<file path="config.mk">
export PLATFORM = sky130hd
export DESIGN_NAME = sys_cmd_ctrl
export DESIGN_NICKNAME = d
export VERILOG_FILES = /design/src/rtl/sys_cmd_ctrl.sv
export SDC_FILE = /design/constraint.sdc
export NUM_CORES = 1
export LEC_CHECK = 0
export CAP_MARGIN = 20
export CORE_MARGIN = 5
export CORE_UTILIZATION = 46
export DETAILED_ROUTE_END_ITERATION = 8
export HOLD_SLACK_MARGIN = 0.15
export PLACE_DENSITY = 0.76
export SLEW_MARGIN = 20
export SYNTH_ARGS = -nofsm -noshare
export SYNTH_HDL_FRONTEND = slang
export SYNTH_SLANG_ARGS = --single-unit
</file>
<file path="constraint.sdc">
create_clock -name CLK -period 1.8 [get_ports CLK]
set_input_delay 0.54 -clock CLK [delete_from_list [all_inputs] [get_ports CLK]]
set_output_delay 0.54 -clock CLK [all_outputs]
set_load 0.01 [all_outputs]
</file>
<file path="src/rtl/sys_cmd_ctrl.sv">
// ============================================================================
// sys_cmd_ctrl
// ----------------------------------------------------------------------------
// Command sequencer between the UART RX parallel output and the register
// file / ALU datapath, in the REF_CLK domain. Framed commands:
//   AA addr data      register write
//   BB addr           register read; read byte is returned on TX
//   CC opa opb fun    write operands to OPA_ADDR/OPB_ADDR, then run the ALU
//   DD fun            run the ALU on the operands already in the register file
// ALU results go back low byte first, then high byte. TX bytes are only issued
// in cycles where FIFO_FULL is low; otherwise the controller holds its TX state.
//
// Optional build macro: CMD_ERR_RESP_EN
//   defined   -> an unknown command byte in IDLE returns one byte 0xEE on TX
//                (extra state TX_ERR)
//   undefined -> an unknown command byte is silently discarded
//
// Handshake: RX_D_VLD, RF_RD_DATA_VLD and ALU_OUT_VLD are single-cycle valid
// pulses with no ready; they are consumed only in the states that expect them
// and dropped everywhere else. TX_D_VLD is a single-cycle write strobe that is
// raised only after a cycle in which FIFO_FULL was sampled low.
//
// Ports:
//   CLK, RST                  clock, synchronous active-high reset
//   RX_P_DATA / RX_D_VLD      received byte and its valid pulse
//   RF_RD_DATA / _VLD         register file read data and valid pulse
//   ALU_OUT / ALU_OUT_VLD     ALU result (2*DATA_WIDTH) and valid pulse
//   FIFO_FULL                 TX FIFO full
//   RF_WR_EN/RF_RD_EN         register file strobes
//   RF_ADDR/RF_WR_DATA        register file address and write data
//   ALU_EN/ALU_FUN            ALU start strobe and function code
//   CLK_GATE_EN               ALU clock-gate enable
//   TX_P_DATA/TX_D_VLD        byte to TX FIFO and its write strobe
// All outputs are registered and reset to 0.
// ============================================================================
module sys_cmd_ctrl #(
    parameter int DATA_WIDTH = 8,
    parameter int ADDR_WIDTH = 4,
    parameter int FUN_WIDTH  = 4,
    parameter int OPA_ADDR   = 0,
    parameter int OPB_ADDR   = 1
) (
    input  logic                    CLK,
    input  logic                    RST,
    input  logic [DATA_WIDTH-1:0]   RX_P_DATA,
    input  logic                    RX_D_VLD,
    input  logic [DATA_WIDTH-1:0]   RF_RD_DATA,
    input  logic                    RF_RD_DATA_VLD,
    input  logic [2*DATA_WIDTH-1:0] ALU_OUT,
    input  logic                    ALU_OUT_VLD,
    input  logic                    FIFO_FULL,
    output logic                    RF_WR_EN,
    output logic                    RF_RD_EN,
    output logic [ADDR_WIDTH-1:0]   RF_ADDR,
    output logic [DATA_WIDTH-1:0]   RF_WR_DATA,
    output logic                    ALU_EN,
    output logic [FUN_WIDTH-1:0]    ALU_FUN,
    output logic                    CLK_GATE_EN,
    output logic [DATA_WIDTH-1:0]   TX_P_DATA,
    output logic                    TX_D_VLD
);

    localparam logic [DATA_WIDTH-1:0] CMD_WR     = DATA_WIDTH'(8'hAA);
    localparam logic [DATA_WIDTH-1:0] CMD_RD     = DATA_WIDTH'(8'hBB);
    localparam logic [DATA_WIDTH-1:0] CMD_ALU_OP = DATA_WIDTH'(8'hCC);
    localparam logic [DATA_WIDTH-1:0] CMD_ALU_NP = DATA_WIDTH'(8'hDD);
`ifdef CMD_ERR_RESP_EN
    localparam logic [DATA_WIDTH-1:0] ERR_BYTE   = DATA_WIDTH'(8'hEE);
`endif

    typedef enum logic [3:0] {
        IDLE,
        WR_ADDR,
        WR_DATA,
        RD_ADDR,
        RD_WAIT,
        OPA,
        OPB,
        FUN,
        ALU_WAIT,
        TX_LO,
        TX_HI,
        TX_RD
`ifdef CMD_ERR_RESP_EN
        , TX_ERR
`endif
    } state_t;

    state_t                  state;
    logic [ADDR_WIDTH-1:0]   addr_q;   // address byte of a write frame
    logic [2*DATA_WIDTH-1:0] res_q;    // ALU result, or read data in the low byte

    always_ff @(posedge CLK) begin
        if (RST) begin
            state       <= IDLE;
            addr_q      <= '0;
            res_q       <= '0;
            RF_WR_EN    <= 1'b0;
            RF_RD_EN    <= 1'b0;
            RF_ADDR     <= '0;
            RF_WR_DATA  <= '0;
            ALU_EN      <= 1'b0;
            ALU_FUN     <= '0;
            CLK_GATE_EN <= 1'b0;
            TX_P_DATA   <= '0;
            TX_D_VLD    <= 1'b0;
        end else begin
            // Strobes are single-cycle: cleared unless re-raised below.
            RF_WR_EN <= 1'b0;
            RF_RD_EN <= 1'b0;
            ALU_EN   <= 1'b0;
            TX_D_VLD <= 1'b0;

            // CLK_GATE_EN is set on every transition into FUN and cleared on
            // the transition out of ALU_WAIT, so it tracks "state is FUN or
            // ALU_WAIT" with no extra cycle of lag and is already high when
            // the function byte can issue ALU_EN.
            case (state)
                IDLE: begin
                    if (RX_D_VLD) begin
                        if (RX_P_DATA == CMD_WR) begin
                            state <= WR_ADDR;
                        end else if (RX_P_DATA == CMD_RD) begin
                            state <= RD_ADDR;
                        end else if (RX_P_DATA == CMD_ALU_OP) begin
                            state <= OPA;
                        end else if (RX_P_DATA == CMD_ALU_NP) begin
                            state       <= FUN;
                            CLK_GATE_EN <= 1'b1;
                        end else begin
`ifdef CMD_ERR_RESP_EN
                            state <= TX_ERR;
`else
                            state <= IDLE;
`endif
                        end
                    end
                end

                WR_ADDR: begin
                    if (RX_D_VLD) begin
                        addr_q <= RX_P_DATA[ADDR_WIDTH-1:0];
                        state  <= WR_DATA;
                    end
                end

                WR_DATA: begin
                    if (RX_D_VLD) begin
                        RF_WR_EN   <= 1'b1;
                        RF_ADDR    <= addr_q;
                        RF_WR_DATA <= RX_P_DATA;
                        state      <= IDLE;
                    end
                end

                RD_ADDR: begin
                    if (RX_D_VLD) begin
                        RF_RD_EN <= 1'b1;
                        RF_ADDR  <= RX_P_DATA[ADDR_WIDTH-1:0];
                        state    <= RD_WAIT;
                    end
                end

                RD_WAIT: begin
                    if (RF_RD_DATA_VLD) begin
                        res_q <= {{DATA_WIDTH{1'b0}}, RF_RD_DATA};
                        state <= TX_RD;
                    end
                end

                OPA: begin
                    if (RX_D_VLD) begin
                        RF_WR_EN   <= 1'b1;
                        RF_ADDR    <= ADDR_WIDTH'(OPA_ADDR);
                        RF_WR_DATA <= RX_P_DATA;
                        state      <= OPB;
                    end
                end

                OPB: begin
                    if (RX_D_VLD) begin
                        RF_WR_EN    <= 1'b1;
                        RF_ADDR     <= ADDR_WIDTH'(OPB_ADDR);
                        RF_WR_DATA  <= RX_P_DATA;
                        state       <= FUN;
                        CLK_GATE_EN <= 1'b1;
                    end
                end

                FUN: begin
                    if (RX_D_VLD) begin
                        ALU_EN  <= 1'b1;
                        ALU_FUN <= RX_P_DATA[FUN_WIDTH-1:0];
                        state   <= ALU_WAIT;
                    end
                end

                ALU_WAIT: begin
                    if (ALU_OUT_VLD) begin
                        res_q       <= ALU_OUT;
                        CLK_GATE_EN <= 1'b0;
                        state       <= TX_LO;
                    end
                end

                TX_LO: begin
                    if (!FIFO_FULL) begin
                        TX_D_VLD  <= 1'b1;
                        TX_P_DATA <= res_q[DATA_WIDTH-1:0];
                        state     <= TX_HI;
                    end
                end

                TX_HI: begin
                    if (!FIFO_FULL) begin
                        TX_D_VLD  <= 1'b1;
                        TX_P_DATA <= res_q[2*DATA_WIDTH-1:DATA_WIDTH];
                        state     <= IDLE;
                    end
                end

                TX_RD: begin
                    if (!FIFO_FULL) begin
                        TX_D_VLD  <= 1'b1;
                        TX_P_DATA <= res_q[DATA_WIDTH-1:0];
                        state     <= IDLE;
                    end
                end

`ifdef CMD_ERR_RESP_EN
                TX_ERR: begin
                    if (!FIFO_FULL) begin
                        TX_D_VLD  <= 1'b1;
                        TX_P_DATA <= ERR_BYTE;
                        state     <= IDLE;
                    end
                end
`endif

                default: begin
                    state       <= IDLE;
                    CLK_GATE_EN <= 1'b0;
                end
            endcase
        end
    end

endmodule

</file>
* Yosys cells after proc, flatten, opt, wreduce, memory -nomap -nowiden
Index checks and enable logic that the tools add are counted.
Widths: inputs -> output; s select.
** Cells by class
- Eq/ne operators :: 32
- Mux-type cells :: 36
- Bitwise gates (word level) :: 5
- Reduce and logical (&&, ||, !) cells :: 21
** Operator list (number)
- $mux 4 :: 14
- $pmux 4 s11 :: 1
- $ne 2x2->1 const B :: 17
- $eq 8x8->1 const B :: 4
- $mux 16 :: 2
- $pmux 16 s2 :: 1
- $eq 4x3->1 const B :: 4
- $eq 4x4->1 const B :: 4
- $mux 8 :: 2
- $pmux 4 s4 :: 1
- $pmux 8 s2 :: 1
- $mux 3 :: 4
- $reduce_or 2->1 :: 6
- $reduce_and 11->1 :: 1
- $mux 1 :: 9
- $reduce_or 9->1 :: 1
- $eq 4x2->1 const B :: 2
- $reduce_and 8->1 :: 1
- $reduce_and 2->1 :: 3
- $reduce_and 3->1 :: 2
- $reduce_or 3->1 :: 2
- $not 1->1 :: 5
- $reduce_and 5->1 :: 1
- $eq 4x1->1 const B :: 1
- other kinds (4) :: 5
** Word-level totals
- Bits in registers :: 53
- Bits of input ports :: 38
- Logic and storage cells :: 106

* Logic depth before layout (Yosys ltp)
Gate-level depths: netlist (run 1).
- Word-level depth :: 7
- Gate-level depth with buffers :: 6
- Depth with buffers taken out :: 4

* Least setup slack after synthesis (run 1)
OpenSTA, ideal clock, no wires.
- Kind :: input -> register
- Start :: input RX_P_DATA[0]
- End :: register state[1]
- Setup time :: 70 ps
- Arrival :: 1455 ps
- Data required time :: 1730 ps
- Setup slack :: 275 ps
- Cell stages on the path :: 5
- Cells stage by stage :: clkbuf_1 nand4_1 a2111oi_0 a211oi_1 o2bb2ai_1
** On the way
- Longest elaborated chain between the ends :: 7
** Ends and longest elaborated chain
- from (decl) :: line 45 : input logic [DATA_WIDTH-1:0] RX_P_DATA,
- $eq 8x8->1 :: line 127 : end else if (RX_P_DATA == CMD_ALU_NP) begin
- $mux 3 :: line 127
- $mux 3 :: line 125 : end else if (RX_P_DATA == CMD_ALU_OP) begin
- $mux 3 :: line 123 : end else if (RX_P_DATA == CMD_RD) begin
- $mux 3 * :: line 121 : if (RX_P_DATA == CMD_WR) begin
- $mux 4 * :: line 120 : if (RX_D_VLD) begin
- $pmux 4 s11 * :: line 118 : case (state)
- to (signal assigned) :: line 122 : state <= WR_ADDR;
- to (signal assigned) :: line 124 : state <= RD_ADDR;
- to (signal assigned) :: line 126 : state <= OPA;
- to (decl) :: line 89 : state_t state;
Every way passes the cells marked *; elsewhere a longest branch is shown, timed or not. The select of a mux whose other input is x is not followed.
A chain may end at the register's enable or synchronous reset.

* Worst setup path after layout (run 1)
- Start :: input RX_P_DATA[6]
- End :: register state[1]
The elaborated chain is that of the path after synthesis.

==> results of run 1 <==
final cells by class:
cell class                      instances  area, um^2
Clock buffer                            6        72.6
Clock inverter                          2        13.8
Fill cell                             493        1860
Inverter                                8        30.0
Multi-Input combinational cell        202        1400
Sequential cell                        53        1060
Tap cell                               72        90.1
Timing Repair Buffer                   98         936
where the power goes:
part           internal [W]  leakage (nW)  switching [W]
clock              0.000278        0.0456       0.000376
combinational      0.000121         0.858      0.0000834
sequential          0.00117         0.427     0.00000269
total               0.00157          1.33       0.000462
synthesized netlist by cell type, drive strengths merged (6+ instances only):
cell type and number:
a211oi 10, o21ai 6, nand2 16, a21oi 9, dfxtp 53, clkbuf 7
inv 8, a22oi 9, buf 15, nor2 50, a311oi 8, nand3 11
mux2i 24
placed cells by master, fill, tap and decap left out, types with 4 or more instances in the layout:
master / instances
a211oi_1: 10
a21oi_1: 7
a22oi_1: 9
a311oi_1: 8
buf_4: 29
clkbuf_8: 5
clkdlybuf4s50_1: 64
dfxtp_1: 52
inv_1: 8
mux2i_1: 24
nand2_1: 16
nand3_1: 10
nor2_1: 50
o21ai_0: 4
worst max path at each step:
stage	endpoint	slack, ns	cells past startpoint
floorplan	state[1]	0.27	5
global placement	CLK_GATE_EN	-0.25	5
detailed placement	CLK_GATE_EN	-0.34	5
CTS	CLK_GATE_EN	0.008	5
global route	state[0]	-0.07	5
finish	state[1]	-0.02	5
layer usage:
metal / wire (um) / vias to the layer above / GRT usage [%]
met5: 0 / - / 0
met4: 13 / 0 / 3.45
met3: 323 / 2 / 3.20
met2: 3280 / 57 / 32.0
met1: 3020 / 1153 / 25.0
li1: - / 1206 / -
critical path, cell delays in order:
cell and delay (ns):
clkdlybuf4s50_1 0.46, nand4bb_1 0.29, a2111oi_1 0.51, a211oi_1 0.09, o2bb2ai_1 0.15
logic make-up after synthesis:
group	share of synthesized area, %
compound gates	20.8
xor+xnor	0.677
buf+inv	6.62
flops	41.0
mux	9.28
simple gates	21.6
flip-flops by register name, indices dropped and copies added, names as in the netlist, 4 cells and up:
name,flops
res_q,16
RF_WR_DATA,8
TX_P_DATA,8
ALU_FUN,4
RF_ADDR,4
addr_q,4
state,4
repair_timing:
item / in CTS / in global routing
resized for setup: 2 / 9
pin swaps: 1 / 2
setup endpoints to repair: 10 / 22
through the flow:
step	util [%]	cells	hold slack, ns
6_report	65.9	441	0.482
5_1_grt	65.9	441	0.514
4_1_cts	65.2	441	0.477
3_5_place_dp	63.5	433	0.461
3_3_place_gp	63.5	433	0.457
2_1_floorplan	-	285	0.458
==> metrics.txt, run 1 <==
Post-Synthesis Net Count 323; Post-Syn Area around 2600 um^2; Place WS -0.340 ns; Min Clock Period, post-route 1.82 ns; leakage 1.33 nW; Reg2Reg Setup Slack ~0.12 ns; nets 406; Worst Path Arrival 2.05 ns; die area 7230 um^2; Slew @ Worst Pin between 0.4 and 0.5 ns; Antenna diodes 0; synth warn 0; PortBufs 66; Critical path origin RX_P_DATA[6]; Post-synth EDFFs 0; Row Count 27; Final HPWL DP 5060 um; later-pin clock latency in the skew report 0.30 ns; Hold Path Origin CLK_GATE_EN; Initial Util between 40% and 50%; Die X-Extent ~85 um; fin crit share 101%; Max Clock Skew 0.00751 ns; DRT Pass-1 Iters 4; Final Wtd Congestion 0.851; largest net degree at the start of global routing 34; placed cell area 3480 um^2; routed vias/inst 5.48; failing checks setup timing; TritonCTS clock tree done; Max Cap Viol 0; design area ~3600 um^2; asr flop ratio synth 0%; starting DRC count in detailed routing approximately 120; hold worst-path end CLK_GATE_EN; Area Growth Syn to Fin 39.5%; share of layout cells above drive strength 1 16.0%; VDD IR-drop max ~0.00039 V; Synth Flop Type dfxtp_1; CTS max path bufs 2; Residual DRC 0; max-slew violation count 0; vias 2418; Pwr Total 0.00204 W; Hold Violations, Final 0; ANT nets after route 0; Crit path required time 2.03 ns; setup ws final -0.0162 ns; clk sinks 53; outcome finished with violations; reg2reg path depth 5; core box area about 5500 um^2; # hold bufs at CTS 0; final setup fails 1; CP Launch Type input pin; vias in the first global route 2382; Routed wire per std cell 15.0 um; Root Buffer clkbuf_8; Crit Path Max Fanout 3; worst reg2reg path endpoint res_q[5]; H-tree levels 2; post-synthesis cell type count 57; worst r2r src state[0]; Max-slew headroom 71.5%; Synth area leaders dfxtp_1 41%, mux2i_1 9.3%, nor2_1 7.3%, a211oi_1 2.9%, a311oi_1 2.7%; TritonCTS Buffers 5; power per cell area ~560 nW/um^2; GR Util All Layers between 10% and 20%; Cells after Synth 285; worst hold path class reg -> reg; FMAX 0.551 GHz; post-synth top area share 41.0%; post-synthesis sequential area ratio between 40% and 50%; RSZ-0062 raised after global routing true; Post-CTS Setup Inserts 0; first-pass GRT wire length 11300 um; Boundary Pins 67; hold-critical path depth 2; Mean Syn Cell Area roughly 9.1 um^2; GRT overflow 0; Post-Route WL ~6600 um; Critical Path End Type flip-flop; initial antenna violation count 0; #FFs+latches synth 53; DIE HEIGHT 85 um; setup tns final -0.0162 ns; crit path kind in -> reg; Clock transition at path regs 0.08 ns; dominant cell type by area after synthesis dfxtp_1
Power figures use the tool's default switching activity.
==> run 2: changes to the inputs <==
--- a/config.mk
+++ b/config.mk
@@ -11,6 +11,7 @@
 export DETAILED_ROUTE_END_ITERATION = 8
 export HOLD_SLACK_MARGIN = 0.15
 export PLACE_DENSITY = 0.76
+export REMOVE_ABC_BUFFERS = 1
 export SLEW_MARGIN = 20
 export SYNTH_ARGS = -nofsm -noshare
 export SYNTH_HDL_FRONTEND = slang
==> run 2 against run 1 <==
Net effect:
- the run now ends clean
- clock power is 2% lower
- power decreased by 0.11%
- combinational power grew 5%
- register-to-register slack barely moved
- global-route usage down 0.28 points
- non-clock buffer count up 1
- largest power group unchanged
==> metrics.txt, run 2 (synthesized netlist as in run 1, its figures left out) <==
outcome completed (was finished with violations); routed vias/inst 5.36 (was 5.48); Max Cap Viol 0 (unchanged); Max-slew headroom 59.8% (was 71.5%); power per cell area 557 nW/um^2 (was 564 nW/um^2); Final Wtd Congestion 0.837 (was 0.851); placed cell area 3480 um^2 (about the same); Hold Violations, Final 0 (unchanged); TritonCTS clock tree done (unchanged); reg2reg path depth 6 (was 5); core box area 5470 um^2 (unchanged); starting DRC count in detailed routing 116 (was 122); die area 7230 um^2 (unchanged); hold worst-path end CLK_GATE_EN (unchanged); Initial Util 47.3% (unchanged); Boundary Pins 67 (unchanged); Row Count 27 (unchanged); largest registers res_q: 16 flops, RF_WR_DATA: 8 flops, TX_P_DATA: 8 flops (unchanged); worst r2r src state[1] (was state[0]); Cell Int Power 0.00157 W (about the same); max-slew violation count 0 (unchanged); Die X-Extent 85 um (unchanged); most frequent cells in the layout 59 x clkdlybuf4s50_1, 53 x dfxtp_1, 50 x nor2_1 (was 64 x clkdlybuf4s50_1, 52 x dfxtp_1, 50 x nor2_1); max reg flops 16 (unchanged); Routed wire per std cell 15.0 um (about the same); P_sw 0.000462 W (about the same); Multi-input gate area 1430 um^2 (was 1400 um^2); Final HPWL DP 4950 um (was 5060 um); TritonCTS Buffers 5 (unchanged); FF+latch area 1060 um^2 (about the same); CTS max path bufs 2 (unchanged); final design utilization 66.7% (was 65.9%); design area 3650 um^2 (was 3610 um^2); PortBufs 66 (unchanged); Post-CTS Setup Inserts 0 (unchanged); Clock Power Share 31.6% (was 32.1%); DIE HEIGHT 85 um (unchanged); setup tns final 0 ns (was -0.0162 ns); Slew @ Worst Pin 0.598 ns (was 0.427 ns); Root Buffer clkbuf_8 (unchanged); later-pin clock latency in the skew report 0.30 ns (about the same); Crit Path Max Fanout 8 (was 3); nets 407 (was 406); clk sinks 53 (unchanged); Hold Path Origin CLK_GATE_EN (unchanged); initial antenna violation count 0 (unchanged); final setup fails 0 (was 1); RSZ-0062 raised after global routing true (unchanged); CP Launch Type input pin (unchanged); Critical Path End Type flip-flop (unchanged); hold-critical path depth 2 (unchanged); first-pass GRT wire length 11000 um (was 11300 um); Residual DRC 0 (unchanged); VDD IR-drop max 0.000360 V (was 0.000392 V); Worst Path Arrival 1.99 ns (was 2.05 ns); Max Clock Skew 0.00559 ns (was 0.00751 ns); Reg2Reg Setup Slack 0.11 ns (was 0.12 ns); Clock transition at path regs 0.09 ns (was 0.08 ns); ANT nets after route 0 (unchanged); DRT Pass-1 Iters 4 (unchanged); Area Growth Syn to Fin 41.2% (was 39.5%); Min Clock Period, post-route 1.75 ns (was 1.82 ns); worst reg2reg path endpoint res_q[5] (unchanged); Reg with most FFs res_q (unchanged); crit path kind in -> reg (unchanged); Antenna diodes 0 (unchanged); fill cell count 472 (was 493); fin crit share 97.5% (was 101%); share of layout cells above drive strength 1 16.5% (was 16.0%); Crit path required time 2.04 ns (was 2.03 ns); vias in the first global route 2343 (was 2382); Post-Route WL 6640 um (about the same); worst hold path class reg -> reg (unchanged); most common cell after layout, fill and taps aside clkdlybuf4s50_1 (unchanged); Comb pwr share 10.6% (was 10.1%); Seq pwr share 57.9% (was 57.8%); vias 2368 (was 2418); leakage 1.40 nW (was 1.33 nW); Sw Ratio 22.7% (about the same); largest net degree at the start of global routing 39 (was 34); GR Util All Layers 18.4% (was 18.7%); FMAX 0.570 GHz (was 0.551 GHz); GRT overflow 0 (unchanged); H-tree levels 2 (unchanged)
run 2: worst max-delay path by stage:
stage                 startpoint           to  cells past startpoint
CTS                 RX_P_DATA[2]     state[0]                      5
global route         ALU_OUT_VLD     res_q[8]                      5
detailed placement  RX_P_DATA[1]     state[0]                      5
global placement        RX_D_VLD  CLK_GATE_EN                      5
floorplan               state[0]    res_q[10]                      4
finish               ALU_OUT_VLD     res_q[8]                      5
run 2: timing repair:
action                     4_1_cts  5_1_grt
setup endpoints to repair        1       22
hold buffers                     0        0
cloned                           0        0
resized for setup                1       16
pin swaps                        0        3
run 2: layout make-up:
type	instances	share of cell area [%]
well taps	72	2.47
clock inverters	2	0.274
inverters	8	0.822
multi-input cells	202	39.2
clock buffers	6	1.99
repair buffers	99	26.2
flip-flops and latches	53	29.1
run 2: power groups by stage:
stage	Sequential, W	Combinational, W	Clock [W]
finish	0.00118	0.000215	0.000642
global route	0.00118	0.000230	0.000720
CTS	0.00118	0.000203	0.000658
detailed placement	0.00120	0.000202	0
global placement	0.00120	0.000199	0
floorplan	0.00121	0.0000449	0
run 2: per-layer routing:
layer | part of all wire [%] | GRT usage, % | routed length [um] | up-vias
met5 | 0 | 0 | 0 | -
met4 | 1.8 | 6.47 | 120 | 0
met3 | 4.7 | 2.72 | 314 | 9
met2 | 48 | 29.4 | 3170 | 54
met1 | 46 | 25.3 | 3030 | 1107
li1 | - | - | - | 1198
run 2: critical path: stages:
cell,delay (ns)
clkdlybuf4s50_1,0.46
and3b_1,0.22
o21ai_1,0.50
a22oi_1,0.14
nor2_1,0.13
run 2: per-stage QoR:
step | total power, W | worst slack (ns) | instances | hold slack [ns]
5_1_grt | 0.00213 | -0.0633 | 442 | 0.485
2_1_floorplan | 0.00125 | -0.826 | 263 | 0.453
3_3_place_gp | 0.00140 | -0.269 | 434 | 0.444
3_5_place_dp | 0.00141 | -0.352 | 434 | 0.449
6_report | 0.00203 | 0.0452 | 442 | 0.461
4_1_cts | 0.00204 | -0.00835 | 442 | 0.463
